$ cat src/rtl/display_pkg.sv
// Shared constants and types for the 7-segment display path: glyph table,
// segment bit positions and the per-digit slot payload.
package display_pkg;

    localparam int unsigned NUM_DIGITS = 4;
    localparam int unsigned SEG_W      = 8;
    localparam int unsigned NIB_W      = 4;
    localparam int unsigned CNT_W      = 8;

    localparam int unsigned SEG_A  = 0;
    localparam int unsigned SEG_B  = 1;
    localparam int unsigned SEG_C  = 2;
    localparam int unsigned SEG_D  = 3;
    localparam int unsigned SEG_E  = 4;
    localparam int unsigned SEG_F  = 5;
    localparam int unsigned SEG_G  = 6;
    localparam int unsigned SEG_DP = 7;

    // Patterns are {g,f,e,d,c,b,a}, active-high.
    localparam logic [6:0] GLYPH_0 = 7'h3F;
    localparam logic [6:0] GLYPH_1 = 7'h06;
    localparam logic [6:0] GLYPH_2 = 7'h5B;
    localparam logic [6:0] GLYPH_3 = 7'h4F;
    localparam logic [6:0] GLYPH_4 = 7'h66;
    localparam logic [6:0] GLYPH_5 = 7'h6D;
    localparam logic [6:0] GLYPH_6 = 7'h7D;
    localparam logic [6:0] GLYPH_7 = 7'h07;
    localparam logic [6:0] GLYPH_8 = 7'h7F;
    localparam logic [6:0] GLYPH_9 = 7'h6F;
    localparam logic [6:0] GLYPH_A = 7'h77;
    localparam logic [6:0] GLYPH_B = 7'h7C;
    localparam logic [6:0] GLYPH_C = 7'h39;
    localparam logic [6:0] GLYPH_D = 7'h5E;
    localparam logic [6:0] GLYPH_E = 7'h79;
    localparam logic [6:0] GLYPH_F = 7'h71;

    localparam logic [15:0][6:0] GLYPH_TABLE = {
        GLYPH_F, GLYPH_E, GLYPH_D, GLYPH_C, GLYPH_B, GLYPH_A, GLYPH_9, GLYPH_8,
        GLYPH_7, GLYPH_6, GLYPH_5, GLYPH_4, GLYPH_3, GLYPH_2, GLYPH_1, GLYPH_0
    };

    typedef struct packed {
        logic [NIB_W-1:0] nibble;
        logic             dp;
        logic             err;
    } slot_t;

    function automatic logic is_onehot(input logic [NUM_DIGITS-1:0] v);
        return (v != '0) && ((v & (v - NUM_DIGITS'(1))) == '0);
    endfunction

endpackage

$ cat src/rtl/decodificador_7seg.sv
// Combinational segment-pattern to hex-nibble decoder; unknown patterns
// decode to zero with the error flag set.
module decodificador_7seg
    import display_pkg::*;
(
    input  logic [6:0]       patron_i,
    output logic [NIB_W-1:0] nibble_c_o,
    output logic             err_c_o
);

    always_comb begin
        nibble_c_o = '0;
        err_c_o    = 1'b1;
        for (int i = 0; i < 16; i++) begin
            if (patron_i == GLYPH_TABLE[i]) begin
                nibble_c_o = NIB_W'(i);
                err_c_o    = 1'b0;
            end
        end
    end

endmodule

$ cat src/rtl/lector_display.sv
// Multiplexed 7-segment bus reader: synchronizes the bus, waits for each
// digit slot to settle, decodes it and publishes complete 4-digit frames.
module lector_display
    import display_pkg::*;
#(
    parameter int unsigned SETTLE_CYCLES = 4
) (
    input  logic                        clk,
    input  logic                        rst,
    input  logic [SEG_W-1:0]            segmentos,
    input  logic [NUM_DIGITS-1:0]       sel_seg,
    output logic [NUM_DIGITS*NIB_W-1:0] digitos,
    output logic [NUM_DIGITS-1:0]       puntos,
    output logic [NUM_DIGITS-1:0]       error,
    output logic                        frame_valid
);

    localparam int unsigned BUS_W      = SEG_W + NUM_DIGITS;
    localparam logic [CNT_W-1:0] SETTLE_MAX  = CNT_W'(SETTLE_CYCLES);
    localparam logic [CNT_W-1:0] SETTLE_FIRE = CNT_W'(SETTLE_CYCLES - 1);

    logic [BUS_W-1:0]            sync1_q;
    logic [BUS_W-1:0]            bus_s_q;
    logic [BUS_W-1:0]            bus_prev_q;
    logic [CNT_W-1:0]            cnt_q, cnt_d;

    slot_t [NUM_DIGITS-1:0]      shadow_q, shadow_d;
    logic [NUM_DIGITS-1:0]       seen_q, seen_d;
    logic [NUM_DIGITS*NIB_W-1:0] digitos_q, digitos_d;
    logic [NUM_DIGITS-1:0]       puntos_q, puntos_d;
    logic [NUM_DIGITS-1:0]       error_q, error_d;
    logic                        frame_valid_q, frame_valid_d;

    logic [SEG_W-1:0]            seg_s;
    logic [NUM_DIGITS-1:0]       sel_s;
    logic [NIB_W-1:0]            dec_nibble_c;
    logic                        dec_err_c;
    logic                        changed_c;
    logic                        fire_c;
    logic                        valid_c;
    slot_t                       sample_c;

    assign {sel_s, seg_s} = bus_s_q;

    decodificador_7seg u_dec (
        .patron_i   (seg_s[SEG_G:SEG_A]),
        .nibble_c_o (dec_nibble_c),
        .err_c_o    (dec_err_c)
    );

    // Settle counter: restarts on any bus change, saturates so a long dwell fires once.
    always_comb begin
        changed_c = (bus_s_q != bus_prev_q);
        cnt_d     = cnt_q;
        if (changed_c) begin
            cnt_d = '0;
        end else if (cnt_q < SETTLE_MAX) begin
            cnt_d = cnt_q + CNT_W'(1);
        end
        fire_c  = (cnt_d == SETTLE_FIRE);
        valid_c = fire_c && is_onehot(sel_s);
    end

    always_comb begin
        sample_c.nibble = dec_nibble_c;
        sample_c.dp     = seg_s[SEG_DP];
        sample_c.err    = dec_err_c;
    end

    // Frame assembly; the completing sample is merged before the outputs load.
    always_comb begin
        shadow_d      = shadow_q;
        seen_d        = seen_q;
        digitos_d     = digitos_q;
        puntos_d      = puntos_q;
        error_d       = error_q;
        frame_valid_d = 1'b0;
        if (valid_c) begin
            for (int i = 0; i < NUM_DIGITS; i++) begin
                if (sel_s[i]) begin
                    shadow_d[i] = sample_c;
                end
            end
            seen_d = seen_q | sel_s;
            if (seen_d == '1) begin
                for (int i = 0; i < NUM_DIGITS; i++) begin
                    digitos_d[i*NIB_W +: NIB_W] = shadow_d[i].nibble;
                    puntos_d[i]                 = shadow_d[i].dp;
                    error_d[i]                  = shadow_d[i].err;
                end
                frame_valid_d = 1'b1;
                seen_d        = '0;
            end
        end
    end

    always_ff @(posedge clk) begin
        if (rst) begin
            sync1_q       <= '0;
            bus_s_q       <= '0;
            bus_prev_q    <= '0;
            cnt_q         <= '0;
            shadow_q      <= '0;
            seen_q        <= '0;
            digitos_q     <= '0;
            puntos_q      <= '0;
            error_q       <= '0;
            frame_valid_q <= 1'b0;
        end else begin
            sync1_q       <= {sel_seg, segmentos};
            bus_s_q       <= sync1_q;
            bus_prev_q    <= bus_s_q;
            cnt_q         <= cnt_d;
            shadow_q      <= shadow_d;
            seen_q        <= seen_d;
            digitos_q     <= digitos_d;
            puntos_q      <= puntos_d;
            error_q       <= error_d;
            frame_valid_q <= frame_valid_d;
        end
    end

    assign digitos     = digitos_q;
    assign puntos      = puntos_q;
    assign error       = error_q;
    assign frame_valid = frame_valid_q;

endmodule
$ cat config.mk
export PLATFORM = sky130hd
export DESIGN_NAME = lector_display
export DESIGN_NICKNAME = d
export VERILOG_FILES = /design/src/rtl/display_pkg.sv /design/src/rtl/decodificador_7seg.sv /design/src/rtl/lector_display.sv
export SDC_FILE = /design/constraint.sdc
export NUM_CORES = 1
export LEC_CHECK = 0
export CAP_MARGIN = 20
export CELL_PAD_IN_SITES_DETAIL_PLACEMENT = 2
export CELL_PAD_IN_SITES_GLOBAL_PLACEMENT = 2
export CORE_ASPECT_RATIO = 0.75
export CORE_MARGIN = 2
export CORE_UTILIZATION = 36
export CTS_CLUSTER_DIAMETER = 100
export DETAILED_ROUTE_END_ITERATION = 12
export GPL_TIMING_DRIVEN = 0
export PLACE_DENSITY = 0.75
export SKIP_LAST_GASP = 1
export SYNTH_ARGS = -nofsm -noshare
export SYNTH_HDL_FRONTEND = slang
export SYNTH_SLANG_ARGS = --single-unit
$ cat constraint.sdc
create_clock -name clk -period 2.7 [get_ports clk]
set_input_delay 0.54 -clock clk [delete_from_list [all_inputs] [get_ports clk]]
set_output_delay 0.54 -clock clk [all_outputs]
set_load 0.03 [all_outputs]
; ---- Yosys cells after proc, flatten, opt, wreduce, memory -nomap -nowiden
; Cells that the tools add are included.
[totals]
in_bits = 14
out_inout_bits = 25
word_cells = 91
reg_bits = 97
[op_classes]
addsub = 2
eq_ne = 19
reduce_logical = 6
bitwise_logic = 3
n_lt_le_gt_ge = 1
mux = 39
[ops]
columns = operator, n
row1 = "7-bit equality test, second input constant", 12
row2 = 4-bit 2-to-1 mux, 9
row3 = 6-bit 2-to-1 mux, 4
row4 = 1-bit 2-to-1 mux, 18
row5 = 8-bit 2-to-1 mux, 2
row6 = "7-bit by 3-bit equality test with 1-bit output, second input constant", 2
row7 = "7-bit by 6-bit equality test with 1-bit output, second input constant", 2
row8 = 3-bit 2-to-1 mux, 4
row9 = 12-bit != test, 1
row10 = "8-bit by 1-bit adder with 8-bit output, second input constant", 1
row11 = "8-bit by 2-bit equality test with 1-bit output, second input constant", 1
row12 = "8-bit by 3-bit less-than comparator with 1-bit output, second input constant", 1
row13 = 4-bit AND, 1
row14 = "4-bit equality test, second input constant", 1
row15 = 4-bit zero test, 1
row16 = 2-bit 2-to-1 mux, 2
row17 = 4-bit OR, 1
row18 = 4-bit nonzero test, 1
row19 = "4-bit by 1-bit subtractor with 4-bit output, second input constant", 1
row20 = 1-bit logical AND, 2
row21 = 2-bit AND reduction, 1
row22 = 2-bit OR reduction, 1
row23 = 1-bit inverter, 1

; ---- Longest topological paths before layout
; Gate-level depths: netlist of run 1.
[depth]
ltp_word = 18
ltp_mapped = 8
mapped_depth_nobuf = 5

; ---- By module
; From an unflattened synthesis of run 1, not the netlist that was laid out.
[hier_totals]
cells_unflattened = 409
hier_area_um2 = 4190.3
[by_module_without_submodules]
columns = mod, area_each_um2, instances, cells_each, seq_area_each_um2
row1 = lector_display, 3774.9, 1, 348, 1941.9
row2 = decodificador_7seg, 415.4, 1, 61, 0.0

; ---- Worst setup path after synthesis of run 1
; OpenSTA, ideal clock, no wires.
[synth_path]
path_kind = register to register
start = register bus_s_q[11]
end = register digitos_q[13], in the netlist digitos[13]
period_less_slack_ns = 1.899
setup_time_ns = 0.088
required_time_ns = 2.612
arrival_time_ns = 1.811
path_buffers = 2
slack_ns = 0.801
path_stages_with_launch = 8
path_cell_list = dfxtp_1 > clkbuf_1 > xor2_1 > nor4_4 > nand4b_1 > buf_2 > or4_1 > o32ai_2
[synth_via]
elab_chain_len = 6
word_cells_on_any_way = 13
cone_classes = 1 x add/sub / 3 x eq/ne / 2 x mux / 2 x bitwise / 5 x reduce/logical
[synth_lines]
columns = element, line_no
row1 = "start, declared", lector_display.sv:23  ; logic [BUS_W-1:0] bus_s_q;
row2 = "start signal, assigned", lector_display.sv:111  ; bus_s_q <= sync1_q;
row3 = 4-bit by 1-bit subtractor with 4-bit output, display_pkg.sv:49  ; return (v != '0) && ((v & (v - NUM_DIGITS'(1))) == '0);
row4 = 4-bit AND, display_pkg.sv:49
row5 = 4-bit zero test, display_pkg.sv:49
row6 = 1-bit logical AND, display_pkg.sv:49
row7 = 1-bit logical AND, lector_display.sv:61  ; valid_c = fire_c && is_onehot(sel_s);
row8 = 2-bit AND reduction (no line), -
row9 = "end signal, assigned", lector_display.sv:116  ; digitos_q <= digitos_d;
row10 = "end, declared", lector_display.sv:29  ; logic [NUM_DIGITS*NIB_W-1:0] digitos_q, digitos_d;
; Several ways; a longest one is shown, not always the timed one.
; A chain may end at the register's enable or synchronous reset.

; ---- Worst setup path in the final report of run 1
[layout_path]
start = register bus_s_q[8]
end = register error_q[3], in the netlist error[3]
[layout_via]
elab_chain_len = 6
word_cells_on_any_way = 12
cone_classes = 1 x add/sub / 3 x eq/ne / 1 x mux / 2 x bitwise / 5 x reduce/logical
[layout_lines]
columns = element, line_no
row1 = 4-bit by 1-bit subtractor with 4-bit output, display_pkg.sv:49
row2 = 4-bit AND, display_pkg.sv:49
row3 = 4-bit zero test, display_pkg.sv:49
row4 = 1-bit logical AND, display_pkg.sv:49
row5 = 1-bit logical AND, lector_display.sv:61
row6 = 2-bit AND reduction (no line) (*), -
row7 = "end signal, assigned", lector_display.sv:118  ; error_q <= error_d;
row8 = "end, declared", lector_display.sv:31  ; logic [NUM_DIGITS-1:0] error_q, error_d;
; Every way passes the cells marked *; elsewhere a longest branch is shown, timed or not.

==> results.tsv, run 1 <==
stage	metric	value	unit
timing	final critical path time including I/O delays and setup	2410	ps
layout	commonest non-fill, non-tap cells in the layout	dfxtp_1, clkdlybuf4s50_1, nor2b_1	
worst_hold_path	Hold Crit Depth	1	
global_routing	largest net degree at the start of global routing	20	
timing	ratio of final minimum period to clock period	0.893	
cts	Clk Latency, worst-skew pair	350	ps
timing	worst slew pin tran	669	ps
layout	Area growth, synth to finish	20.9	%
critical_path	critical path required time	2920	ps
floorplanning	Die W	128	µm
synthesis	number of enable flip-flop cells after synthesis	0	
timing	count of pins over their slew limit	0	
layout	filler-free cell count of the finished design	634	
cts	number of gates given a new drive strength after cts	0	
layout	layout cell share with drive strength beyond 1	0.0918	
layout	register area	1940	µm²
critical_path	crit path launch type	register	
critical_path	most repeated library cell on the critical path	buf_2	
routing	via count normalized by instance count	5.53	
global_routing	GR Util All Layers	0.225	
global_routing	first-pass GRT wire length	21500	µm
worst_hold_path	hold path startpoint	sync1_q[2]	
synthesis	number of register bits inferred by synthesis	97	
critical_path	crit path kind	register to register	
cts	deepest level of the CTS H-tree	3	
global_routing	global route total overflow	0	
critical_path	highest cell delay on the worst timing path	470	ps
cts	clock tree from TritonCTS	done	
timing	worst hold slack	447	ps
routing	first-pass detailed-route iteration total	4	
timing	achievable clock frequency	415	MHz
flow_run	max-cap violations	0	
floorplanning	Die Y-Extent	97.2	µm
cts	Setup Fix Bufs, Post-CTS	0	
synthesis	synthesized instance count	438	
pwr	static leakage power	1.99	nW
layout	most common library cell in the layout ignoring fill and taps	dfxtp_1	
worst_hold_path	worst min path class	register to register	
critical_path	FF-to-FF path depth	7	
synthesis	most common flop cell mapped by yosys	dfxtp_1	
floorplanning	IO Count	39	
synthesis	Synth Warn #	0	
routing	number of vias in the routed layout	3505	
place	detailed placement HPWL	9600	µm
critical_path	biggest fanout along the worst timing path	10	
synthesis	synthesized area divided by synthesized cell count	9.53	µm²
cts	CTS Root Cell	clkbuf_16	
floorplanning	Core Footprint	11400	µm²
timing	relative max-transition margin	0.554	
floorplanning	initial core utilization	0.365	
timing	worst clock skew on the final layout	9.05	ps
cts	buffer depth of the longest clock path	2	
global_routing	via count of the first global-routing pass	3773	
layout	share of the core filled with cells in the final layout	0.441	
synthesis	cell area after synthesis	4170	µm²
critical_path	CP cell instances	xor2_1 > nor4_2 > nand4b_1 > buf_2 > nor2_1 > buf_2 > a311oi_1	
place	Cell Count Post-Placement	619	
layout	final instance area	5050	µm²
timing	Setup Total Neg Slack	0	ps
cts	CTS sink count	97	
place	final RePlAce weighted congestion	0.788	
critical_path	Reg-to-Reg Start	bus_s_q[8]	
routing	average wire length per cell after detail routing	21.3	µm
cts	TritonCTS buffer count	9	
critical_path	arrival time of the worst setup path	2630	ps
layout	post-layout net count	500	
layout	area used by multi-input combinational logic	2030	µm²
layout	fill cell instance count of the final layout	1229	
routing	Routed Antenna Nets	0	
timing	setup repair after global routing missed its margin	no	
routing	Routed Wire Length	13500	µm
timing	total count of hold-check failures in the final report	0	
cts	register clock-pin slew on the reported worst setup and hold paths	80	ps
critical_path	worst-path cell with the longest stage delay	dfxtp_1	
place	placed inst area	4720	µm²
routing	number of DRC markers in iteration 0	158	
critical_path	setup slack, reg-to-reg	290	ps
layout	antenna diode count	0	
timing	number of failing setup endpoints in the final timing report	0	
pwr	maximum resistive drop on vdd	316	µV
floorplanning	die outline area	12500	µm²
cts	CTS Hold Bufs	0	
worst_hold_path	Hold EP	bus_s_q[2]	
floorplanning	Core Rows	34	
synthesis	post-synth cell types	54	
pwr	power per unit of standard cell area	608	nW/µm²
place	input/output buffers	37	
critical_path	critical path endpoint category	register	
synthesis	net count after synthesis	453	
synthesis	portion of the post-synthesis area used by sequential elements	0.465	
critical_path	reg-to-reg critical path endpoint	error[3]	
routing	drc violations	0	
synthesis	share of flip-flops with an asynchronous set or reset	0	
global_routing	antenna violations before repair	0	
outcome	run status	complete, no violations	
area by class of cell:
| cell class | count | share of cell area |
|---|---|---|
| buffer | 37 | 0.0325 |
| timing repair buffer | 37 | 0.0734 |
| inverter | 11 | 0.00818 |
| multi-input combinational | 292 | 0.402 |
| clock buffer | 9 | 0.0446 |
| tap | 144 | 0.0357 |
| clock inverter | 7 | 0.0188 |
| sequential | 97 | 0.385 |
synthesized netlist by cell type (2+ instances only):
cell type,count,area [µm²]
nor4b_1,3,26.3
a211oi_1,3,22.5
nand2_1,11,41.3
and3_1,3,18.8
o21ai_1,2,10.0
a21oi_1,18,90.1
nand3_1,16,80.1
o32ai_2,3,48.8
a311oi_1,4,35.0
and3b_1,2,17.5
xor2_1,14,123
o21ai_0,17,85.1
o22ai_1,2,12.5
nand2b_1,26,163
dfxtp_1,97,1940
a31oi_1,6,37.5
nor3_1,13,65.1
buf_2,11,55.1
nor2b_1,34,213
clkbuf_1,24,90.1
inv_1,11,41.3
nand4b_1,2,17.5
nor3b_1,5,37.5
mux2i_1,24,240
o2111ai_1,7,61.3
nor4bb_1,2,20.0
o211a_1,2,20.0
and2_1,8,50.1
or3_1,2,12.5
nor2_1,15,56.3
mux2_2,4,45.0
o211ai_1,4,30.0
nand3_2,4,40.0
and4b_1,4,40.0
nand4_1,11,68.8
or4_1,6,45.0
logic make-up after synthesis:
group                    after synthesis  synth area share
flip-flops                            97             0.465
adder cells (fa/ha/maj)                1           0.00300
buffers and inverters                 49            0.0501
multiplexers                          28            0.0684
AND/OR/NAND/NOR                      171             0.254
AO/OA/AOI/OAI                         77             0.128
XOR/XNOR                              15            0.0315
critical path, delay by kind of cell (launching register included):
family / cells / cell delay (ps)
buf+inv: 2 / 580
simple gates: 3 / 940
xor+xnor: 1 / 160
compound gates: 1 / 120
flops: 1 / 470
layer usage:
metal  global-route usage  vias up  share of wire
met5                    0        -              0
met2                0.342       63           0.46
met4               0.0473        0         0.0094
li1                     -     1651              -
met1                0.332     1781           0.50
met3               0.0413       10          0.029
where the power goes:
group	total, mW	internal (mW)	switching (mW)
logic	0.210	0.0761	0.134
registers	1.47	1.45	0.0147
clock network	1.39	0.749	0.640
worst max-delay path by stage:
stage	end	slack [ps]	cells after the start	from
after floorplan	digitos[13]	800	7	bus_s_q[11]
after global placement	error[2]	340	8	bus_s_q[11]
after detailed placement	error[3]	270	8	bus_s_q[11]
after CTS	error[3]	220	8	bus_s_q[11]
after global routing	error[3]	60	7	bus_s_q[8]
final	error[3]	290	7	bus_s_q[8]
flip-flops by register name, indices dropped and copies added (netlist names):
register	cells
cnt_q	8
sync1_q	12
frame_valid	1
bus_prev_q	12
bus_s_q	12
seen_q	4
digitos	16
shadow_q	24
puntos	4
error	4
metrics by stage:
step | setup WS (ps) | total power, mW
global route | 57.7 | 3.17
finish | 289 | 3.07
CTS | 216 | 3.09
floorplan | 801 | 1.62
global placement | 336 | 1.70
detailed placement | 274 | 1.71
Power figures use the tool's default switching activity.
==> run 2, diff against run 1 <==
Settings changed: ABC_CLOCK_PERIOD_IN_PS set to 2700, HOLD_SLACK_MARGIN set to 0.08.
==> results of run 2 <==
Same layout as run 1: the final DEF is identical, and so are final timing and power.
